## src/rtl/fifo_burst_scheduler.sv

```systemverilog
// Write-side scheduler that shares one FIFO among NREQ producers in atomic bursts.
// Each burst matches the aggregator fetch width; width changes wait out a drain gap.
module fifo_burst_scheduler #(
  parameter int DATA_WIDTH   = 8,
  parameter int NREQ         = 2,
  parameter int FW_WIDTH     = 3,
  parameter int INIT_FW      = 2,
  parameter int DRAIN_CYCLES = 8
) (
  input  logic                       wclk,
  input  logic                       wrst_n,
  input  logic [NREQ-1:0]            req_valid,
  input  logic [NREQ*DATA_WIDTH-1:0] req_data,
  input  logic [NREQ*FW_WIDTH-1:0]   req_fw,
  output logic [NREQ-1:0]            req_ready,
  input  logic                       fifo_full_n,
  output logic                       fifo_enq,
  output logic [DATA_WIDTH-1:0]      fifo_din,
  output logic [FW_WIDTH-1:0]        fetch_width,
  output logic                       fw_toggle,
  output logic [$clog2(NREQ)-1:0]    grant_id,
  output logic                       busy
);

  localparam int GW  = $clog2(NREQ);
  localparam int DCW = $clog2(DRAIN_CYCLES + 1);

  typedef enum logic [1:0] {
    IDLE  = 2'd0,
    DRAIN = 2'd1,
    BURST = 2'd2
  } state_t;

  state_t              r_state;
  logic [GW-1:0]       r_grant;
  logic [FW_WIDTH-1:0] r_len;
  logic [FW_WIDTH-1:0] r_word_cnt;
  logic [DCW-1:0]      r_drain_cnt;
  logic [FW_WIDTH-1:0] r_fetch_width;
  logic                r_fw_toggle;

  logic                w_any;
  logic [GW-1:0]       w_pick;
  logic [FW_WIDTH-1:0] w_pick_fw;
  logic [FW_WIDTH-1:0] w_pick_len;
  logic                w_last_word;

  function automatic logic [GW-1:0] rr_idx(input logic [GW-1:0] base, input int k);
    int s;
    s = (int'(base) + k) % NREQ;
    return s[GW-1:0];
  endfunction

  // Round-robin: scan from the farthest offset down so the requester closest to
  // grant_id+1 is the last one written and therefore wins.
  always_comb begin
    w_any  = 1'b0;
    w_pick = r_grant;
    for (int k = NREQ; k >= 1; k--) begin
      if (req_valid[rr_idx(r_grant, k)]) begin
        w_any  = 1'b1;
        w_pick = rr_idx(r_grant, k);
      end
    end
  end

  assign w_pick_fw   = req_fw[int'(w_pick)*FW_WIDTH +: FW_WIDTH];
  assign w_pick_len  = (w_pick_fw == '0) ? FW_WIDTH'(1) : w_pick_fw;
  assign w_last_word = (r_word_cnt == r_len - FW_WIDTH'(1));

  // Grant datapath; gated by reset so an abandoned burst cannot write on the reset edge.
  always_comb begin
    req_ready = '0;
    fifo_enq  = 1'b0;
    fifo_din  = req_data[int'(r_grant)*DATA_WIDTH +: DATA_WIDTH];
    if (r_state == BURST && wrst_n) begin
      req_ready[r_grant] = fifo_full_n;
      fifo_enq           = req_valid[r_grant] & fifo_full_n;
    end
  end

  always_ff @(posedge wclk) begin
    if (!wrst_n) begin
      r_state       <= IDLE;
      r_grant       <= GW'(NREQ - 1);
      r_len         <= FW_WIDTH'(INIT_FW);
      r_word_cnt    <= '0;
      r_drain_cnt   <= '0;
      r_fetch_width <= FW_WIDTH'(INIT_FW);
      r_fw_toggle   <= 1'b0;
    end else begin
      case (r_state)
        IDLE: begin
          if (w_any) begin
            r_grant <= w_pick;
            r_len   <= w_pick_len;
            if (w_pick_len == r_fetch_width) begin
              r_state <= BURST;
            end else begin
              r_state     <= DRAIN;
              r_drain_cnt <= DCW'(DRAIN_CYCLES);
            end
          end
        end
        DRAIN: begin
          r_drain_cnt <= r_drain_cnt - DCW'(1);
          if (r_drain_cnt <= DCW'(1)) begin
            r_fetch_width <= r_len;
            r_fw_toggle   <= ~r_fw_toggle;
            r_state       <= BURST;
          end
        end
        BURST: begin
          if (fifo_enq) begin
            if (w_last_word) begin
              r_word_cnt <= '0;
              r_state    <= IDLE;
            end else begin
              r_word_cnt <= r_word_cnt + FW_WIDTH'(1);
            end
          end
        end
        default: r_state <= IDLE;
      endcase
    end
  end

  assign fetch_width = r_fetch_width;
  assign fw_toggle   = r_fw_toggle;
  assign grant_id    = r_grant;
  assign busy        = (r_state != IDLE);

  // Structural invariants of the grant path.
  a_ready_onehot: assert property (@(posedge wclk) disable iff (!wrst_n) $onehot0(req_ready));
  a_enq_in_burst: assert property (@(posedge wclk) disable iff (!wrst_n) fifo_enq |-> (r_state == BURST));
  a_enq_full_n:   assert property (@(posedge wclk) disable iff (!wrst_n) fifo_enq |-> fifo_full_n);

endmodule

```

## config.mk

```make
export PLATFORM = sky130hd
export DESIGN_NAME = fifo_burst_scheduler
export DESIGN_NICKNAME = d
export VERILOG_FILES = /design/src/rtl/fifo_burst_scheduler.sv
export SDC_FILE = /design/constraint.sdc
export NUM_CORES = 1
export LEC_CHECK = 0
export CAP_MARGIN = 20
export CORE_MARGIN = 2
export CORE_UTILIZATION = 47
export DETAILED_ROUTE_END_ITERATION = 16
export PLACE_DENSITY = 0.95
export REMOVE_ABC_BUFFERS = 1
export SETUP_SLACK_MARGIN = 0.2
export SYNTH_ARGS = -nofsm -noshare
export SYNTH_HDL_FRONTEND = slang
export SYNTH_SLANG_ARGS = --single-unit
```

## constraint.sdc

```tcl
create_clock -name wclk -period 4.41 [get_ports wclk]
set_input_delay 0.441 -clock wclk [delete_from_list [all_inputs] [get_ports wclk]]
set_output_delay 0.441 -clock wclk [all_outputs]
set_load 0.05 [all_outputs]
```

Word level (Yosys, flattened, before mapping) --
Index checks and enable logic that the tools add are counted.
Storage, ports and cells: register bits 17, bits of input ports 27, output and inout port bits 17, word-level logic and storage cells 68
Operators by class: add/subtract/negate cells 5, $mul 1, $lt $le $gt $ge 5, eq/ne operators 9, shifts and indexed selects 2, multiplexer cells 25, bitwise operators 3, reduce and logical (&&, ||, !) cells 11
Operators with widths (number):
- variable part select 16 x 5 -> 8 bit | 1
- two-way mux 1 bit | 12
- two-way mux 2 bit | 6
- inequality test 2 bit (second input constant) | 5
- two-way mux 4 bit | 2
- one-hot mux 4 bit (2 select lines) | 1
- equality test 3 bit | 2
- < comparator 1 x 2 -> 1 bit (second input constant) | 3
- two-way mux 3 bit | 2
- one-hot mux 2 bit (3 select lines) | 1
- AND reduction 2 bit | 3
- variable part select 6 x 4 -> 3 bit | 1
- less-or-equal comparator 4 x 1 -> 1 bit (second input constant) | 1
- AND reduction 4 bit | 1
- nonzero test 2 bit | 2
- subtractor 4 x 1 -> 4 bit (second input constant) | 1
- adder 3 x 1 -> 3 bit (second input constant) | 1
- zero test 3 bit | 1
- multiplier 1 x 2 -> 3 bit (second input constant) | 1
- AND reduction 3 bit | 1
- subtractor 3 x 1 -> 3 bit (second input constant) | 1
- adder 1 bit (second input constant) | 2
- AND 2 bit | 1
- equality test 2 x 1 -> 1 bit (second input constant) | 1
- 7 further kinds | 8

Depth between registers and ports, before layout --
depth in word-level cells 13, gate-level depth with buffers 8, mapped depth without buffers 8

Worst setup path after synthesis --
Ideal clock, no wire load.
kind register to output, start point register r_grant (netlist: grant_id), end point output port req_ready[1], data arrival time 1.875 ns, required time 3.969 ns, setup slack 2.094 ns, cell stages (with the launch flop) 5, path buffers 2, path through dfxtp_1 > buf_6 > clkbuf_1 > inv_1 > nor2_1
Between the ends: word-level cells in the longest chain between the ends 6, elaborated cells between the ends (all ways) 7, those cells by class order compare (2); mux (3); bitwise (1); reduce/logical (1)
Ends and longest elaborated chain:
- from (decl) | RTL line 35 | logic [GW-1:0] r_grant;
- from (signal assigned) | RTL line 85 | r_grant <= GW'(NREQ - 1);
- from (signal assigned) | RTL line 95 | r_grant <= w_pick;
- < comparator 1 x 2 -> 1 bit (not written as such) / greater-or-equal comparator 1 bit (equally long branches) | RTL line 77 | req_ready[r_grant] = fifo_full_n;
- logical AND 1 bit (not written as such) | RTL line 77
- two-way mux 1 bit (not written as such) | RTL line 77
- demux 1 bit (select 1 bit) * | RTL line 77
- AND 2 bit (no source line) *
- two-way mux 2 bit * | RTL line 76 | if (r_state == BURST && wrst_n) begin
- to (decl) | RTL line 15 | output logic [NREQ-1:0] req_ready,
Mark *: on every way between the ends. The rest lies on a longest branch, timed or not.

Worst setup path after layout --
start point register r_grant (netlist: grant_id), end point output port fifo_enq
Between the ends: word-level cells in the longest chain between the ends 4
Ends and longest elaborated chain:
- two-way mux 1 bit (not written as such) (2 in series) | RTL line 78 | fifo_enq = req_valid[r_grant] & fifo_full_n;
- AND 1 bit | RTL line 78
- two-way mux 1 bit | RTL line 76
- to (decl) | RTL line 17 | output logic fifo_enq,
No other way between the ends. The select of a mux whose other input is x is not followed.

==> flow_metrics.py <==
metrics = {
    "min_path": {
        "whs_path_depth": 2,
        "hold_class": "reg2reg",
    },
    "floorplan": {
        "io_pins": 44,
        "die_h_um": 53.81,
        "die_w_um": 53.81,
        "dieArea_um2": 2896,
        "coreArea_um2": 2410,
        "rows": 18,
        "initial_utilization_pct": 48.39,
    },
    "cts": {
        "clkLatencyLatePin_ns": 0.30,
        "cts_resized": 0,
        "clock_tree.root_cell": "clkbuf_4",
        "clk_pin_slew_ns": 0.10,
        "cts_max_level": 1,
        "post-cts-setup-buffers": 0,
        "cts_tree": "yes",
        "numCtsBuffers": 3,
        "max-clock-path-buffers": 2,
        "cts_sinks": 17,
        "cts_hold_buffers": 0,
    },
    "worst_setup_path": {
        "critPathLaunchType": "flop",
        "worstPathCellList": "mux2i_1 > nor2_1 > clkdlybuf4s50_1",
        "crit_slowest_cell": "clkdlybuf4s50_1",
        "cp-end-kind": "output pin",
        "worstRegToRegCells": 7,
        "cp_top_family": "buffers and inverters",
        "cp.arrival_ns": 2.50,
        "max_stage_delay_ns": 0.88,
        "path_buf_inv": 1,
        "crit_cells": 3,
        "crit_fanout": 17,
        "crit_type": "reg2out",
        "worst_ep_required_time_ns": 3.97,
    },
    "layout": {
        "drive_above_1_share_pct": 10.31,
        "num-nets-final": 226,
        "area_delta_synth_final_pct": 40.88,
        "seq_area_um2": 340.3,
        "diodes": 0,
        "nFillCells": 186,
        "multi_input_area_um2": 762.0,
    },
    "routing": {
        "dr.pass1.iters": 4,
        "dr.first_iter.drc_count": 82,
        "ant_nets": 0,
        "wl_per_cell_um": 14.62,
        "drt-total-wl_um": 3275,
        "via_count": 1282,
        "remaining_drc_errors": 0,
        "viasPerCell": 5.723,
    },
    "power": {
        "p_leak_nw": 0.6812,
        "seqPwrFrac_pct": 29.7,
        "worst_ir_drop_vdd_v": 0.0004183,
        "p_sw_mw": 0.4181,
        "power_switching_share_pct": 48.84,
        "combPwrFrac_pct": 60.5,
        "intPower_mw": 0.4378,
        "power_mw": 0.8559,
        "clock_power_share_pct": 9.8,
        "p_per_area_nw_per_um2": 521.0,
    },
    "place": {
        "dp_hpwl_um": 2482,
        "gp_congestion": 0.9790,
        "port_buffers": 43,
    },
    "timing": {
        "worst_pin_slew_ns": 0.6664,
        "skew_ns": 0.005382,
        "period_share_pct": 66.61,
        "hold_viol": 0,
        "rsz0062_at_grt": "false",
        "post-route-min-period_ns": 2.938,
        "max_freq_mhz": 340.4,
        "slew_headroom_pct": 55.51,
        "setup_viol": 0,
        "maxSlewViolCount": 0,
        "fin_setup_tns_ns": 0,
    },
    "outcome": {
        "status": "completed",
    },
    "synth": {
        "synthFlopType": "dfxtp_1",
        "syn_avg_cell_area_um2": 7.774,
        "yosys.cell_count.top_type": "nor2_1",
        "yosys_warnings": 0,
        "synthTopCellsByCount": "nor2_1, dfxtp_1, a21oi_1",
        "synth_top_area_share_pct": 29.18,
        "ys_seq_area_share_pct": 29.18,
        "syn_area_um2": 1166,
        "postSynthCellCount": 150,
        "synth_edf_count": 0,
        "yosysTopAreaCell": "dfxtp_1",
        "ys_ff_latch": 17,
        "ys_types": 36,
        "synth-async-reset-ratio_pct": 0,
        "synth.area.top_cells": "dfxtp_1, nor2_1, mux2_2, a21oi_1, ha_1",
    },
    "global_route": {
        "grt_overflow": 0,
        "track_usage_pct": 24.96,
        "grt_pass1_vias": 1162,
        "grt_pass1_wl_um": 5237,
        "grt_max_degree": 18,
        "antenna_found_initial": 0,
    },
    "flow_run": {
        "maxCapViolations": 0,
    },
}
-- logic make-up after synthesis --
kind of cell	synth area share [%]
adder cells (fa/ha/maj)	4.292
buffers and inverters	5.472
flip-flops	29.18
XOR/XNOR	6.009
AO/OA/AOI/OAI	17.81
multiplexers	9.442
AND/OR/NAND/NOR	27.79
-- sequential cells by signal, summed over array words and instances (netlist names) --
signal / cells
r_drain_cnt: 4
grant_id: 1
r_state: 2
fw_toggle: 1
r_len: 3
r_word_cnt: 3
fetch_width: 3
-- worst register-to-register path, cell delays in order (launching register included) --
cell and delay [ns]:
dfxtp_1 0.76, nor2b_4 0.37, o21ai_2 0.12, and3_1 0.20, o221ai_2 0.27, a21oi_2 0.12, or3_1 0.32, a21oi_1 0.14
-- power groups by stage --
stage | combinational, mW | clock, mW | sequential (mW)
2_1_floorplan | 0.329 | 0 | 0.281
3_3_place_gp | 0.488 | 0 | 0.251
3_5_place_dp | 0.507 | 0 | 0.255
4_1_cts | 0.512 | 0.0860 | 0.253
5_1_grt | 0.554 | 0.0940 | 0.261
6_report | 0.518 | 0.0839 | 0.255
-- metrics by stage --
stage                     std cells  hold slack [ns]  instance area (um2)  util (%)  worst slack, ns
final                           224           0.5176                 1643     68.17            1.472
after global routing            224           0.5323                 1643     68.17            1.297
after CTS                       224           0.5120                 1643     68.17            1.470
after detailed placement        220           0.4941                 1615     67.03            1.520
after global placement          220           0.4658                 1615     67.03            1.619
after floorplan                 147           0.4529                 1147         -            1.860
-- layout make-up --
class                   count  share of cell area [%]
clock buffers               3                   1.371
clock inverters             1                  0.3046
inverters                  12                   2.742
multi-input cells         118                   46.38
flip-flops and latches     17                   20.72
well taps                  30                   2.285
repair buffers             43                   26.20
-- routing by layer --
metal | vias to the layer above | global-route usage (%) | part of all wire (%)
li1 | 610 | - | -
met5 | - | 0 | 0
met3 | 12 | 3.333 | 5.8
met1 | 596 | 28.35 | 40
met2 | 64 | 46.14 | 52
met4 | 0 | 10.26 | 2.2
-- worst paths after layout --
check,startpoint,slack (ns),endpoint
worst min-delay path,r_len[1]$_SDFFE_PN1P_,0.52,r_len[1]$_SDFFE_PN1P_
worst min register to register,r_len[1]$_SDFFE_PN1P_,0.52,r_len[1]$_SDFFE_PN1P_
worst max register to register,grant_id$_SDFFE_PN1P_,2.04,r_drain_cnt[2]$_SDFFE_PN0P_
worst max-delay path,grant_id$_SDFFE_PN1P_,1.47,fifo_enq
-- cell usage in the layout, fill, tap and decap left out, drive strengths merged --
cell type | Yosys | routed
o21ai | 9 | 9
mux2 | 8 | 8
a221o | 1 | 1
and3 | 1 | 1
or2b | 1 | 1
nor4 | 1 | 1
xnor2 | 3 | 3
clkdlybuf4s50 | 0 | 43
nand4 | 5 | 5
nand4b | 1 | 1
nor2 | 28 | 28
ha | 4 | 4
and3b | 1 | 1
o221ai | 1 | 1
o211ai | 3 | 3
or4 | 1 | 1
clkbuf | 2 | 3
xor2 | 5 | 5
clkinv | 0 | 1
nor3 | 3 | 3
mux2i | 2 | 2
nand3 | 2 | 2
nor2b | 3 | 3
or3 | 2 | 2
a21oi | 14 | 14
nand2b | 3 | 3
a211oi | 4 | 4
nand2 | 11 | 11
dfxtp | 17 | 17
a21boi | 1 | 1
inv | 12 | 12
(Power assumes the default switching activity.)
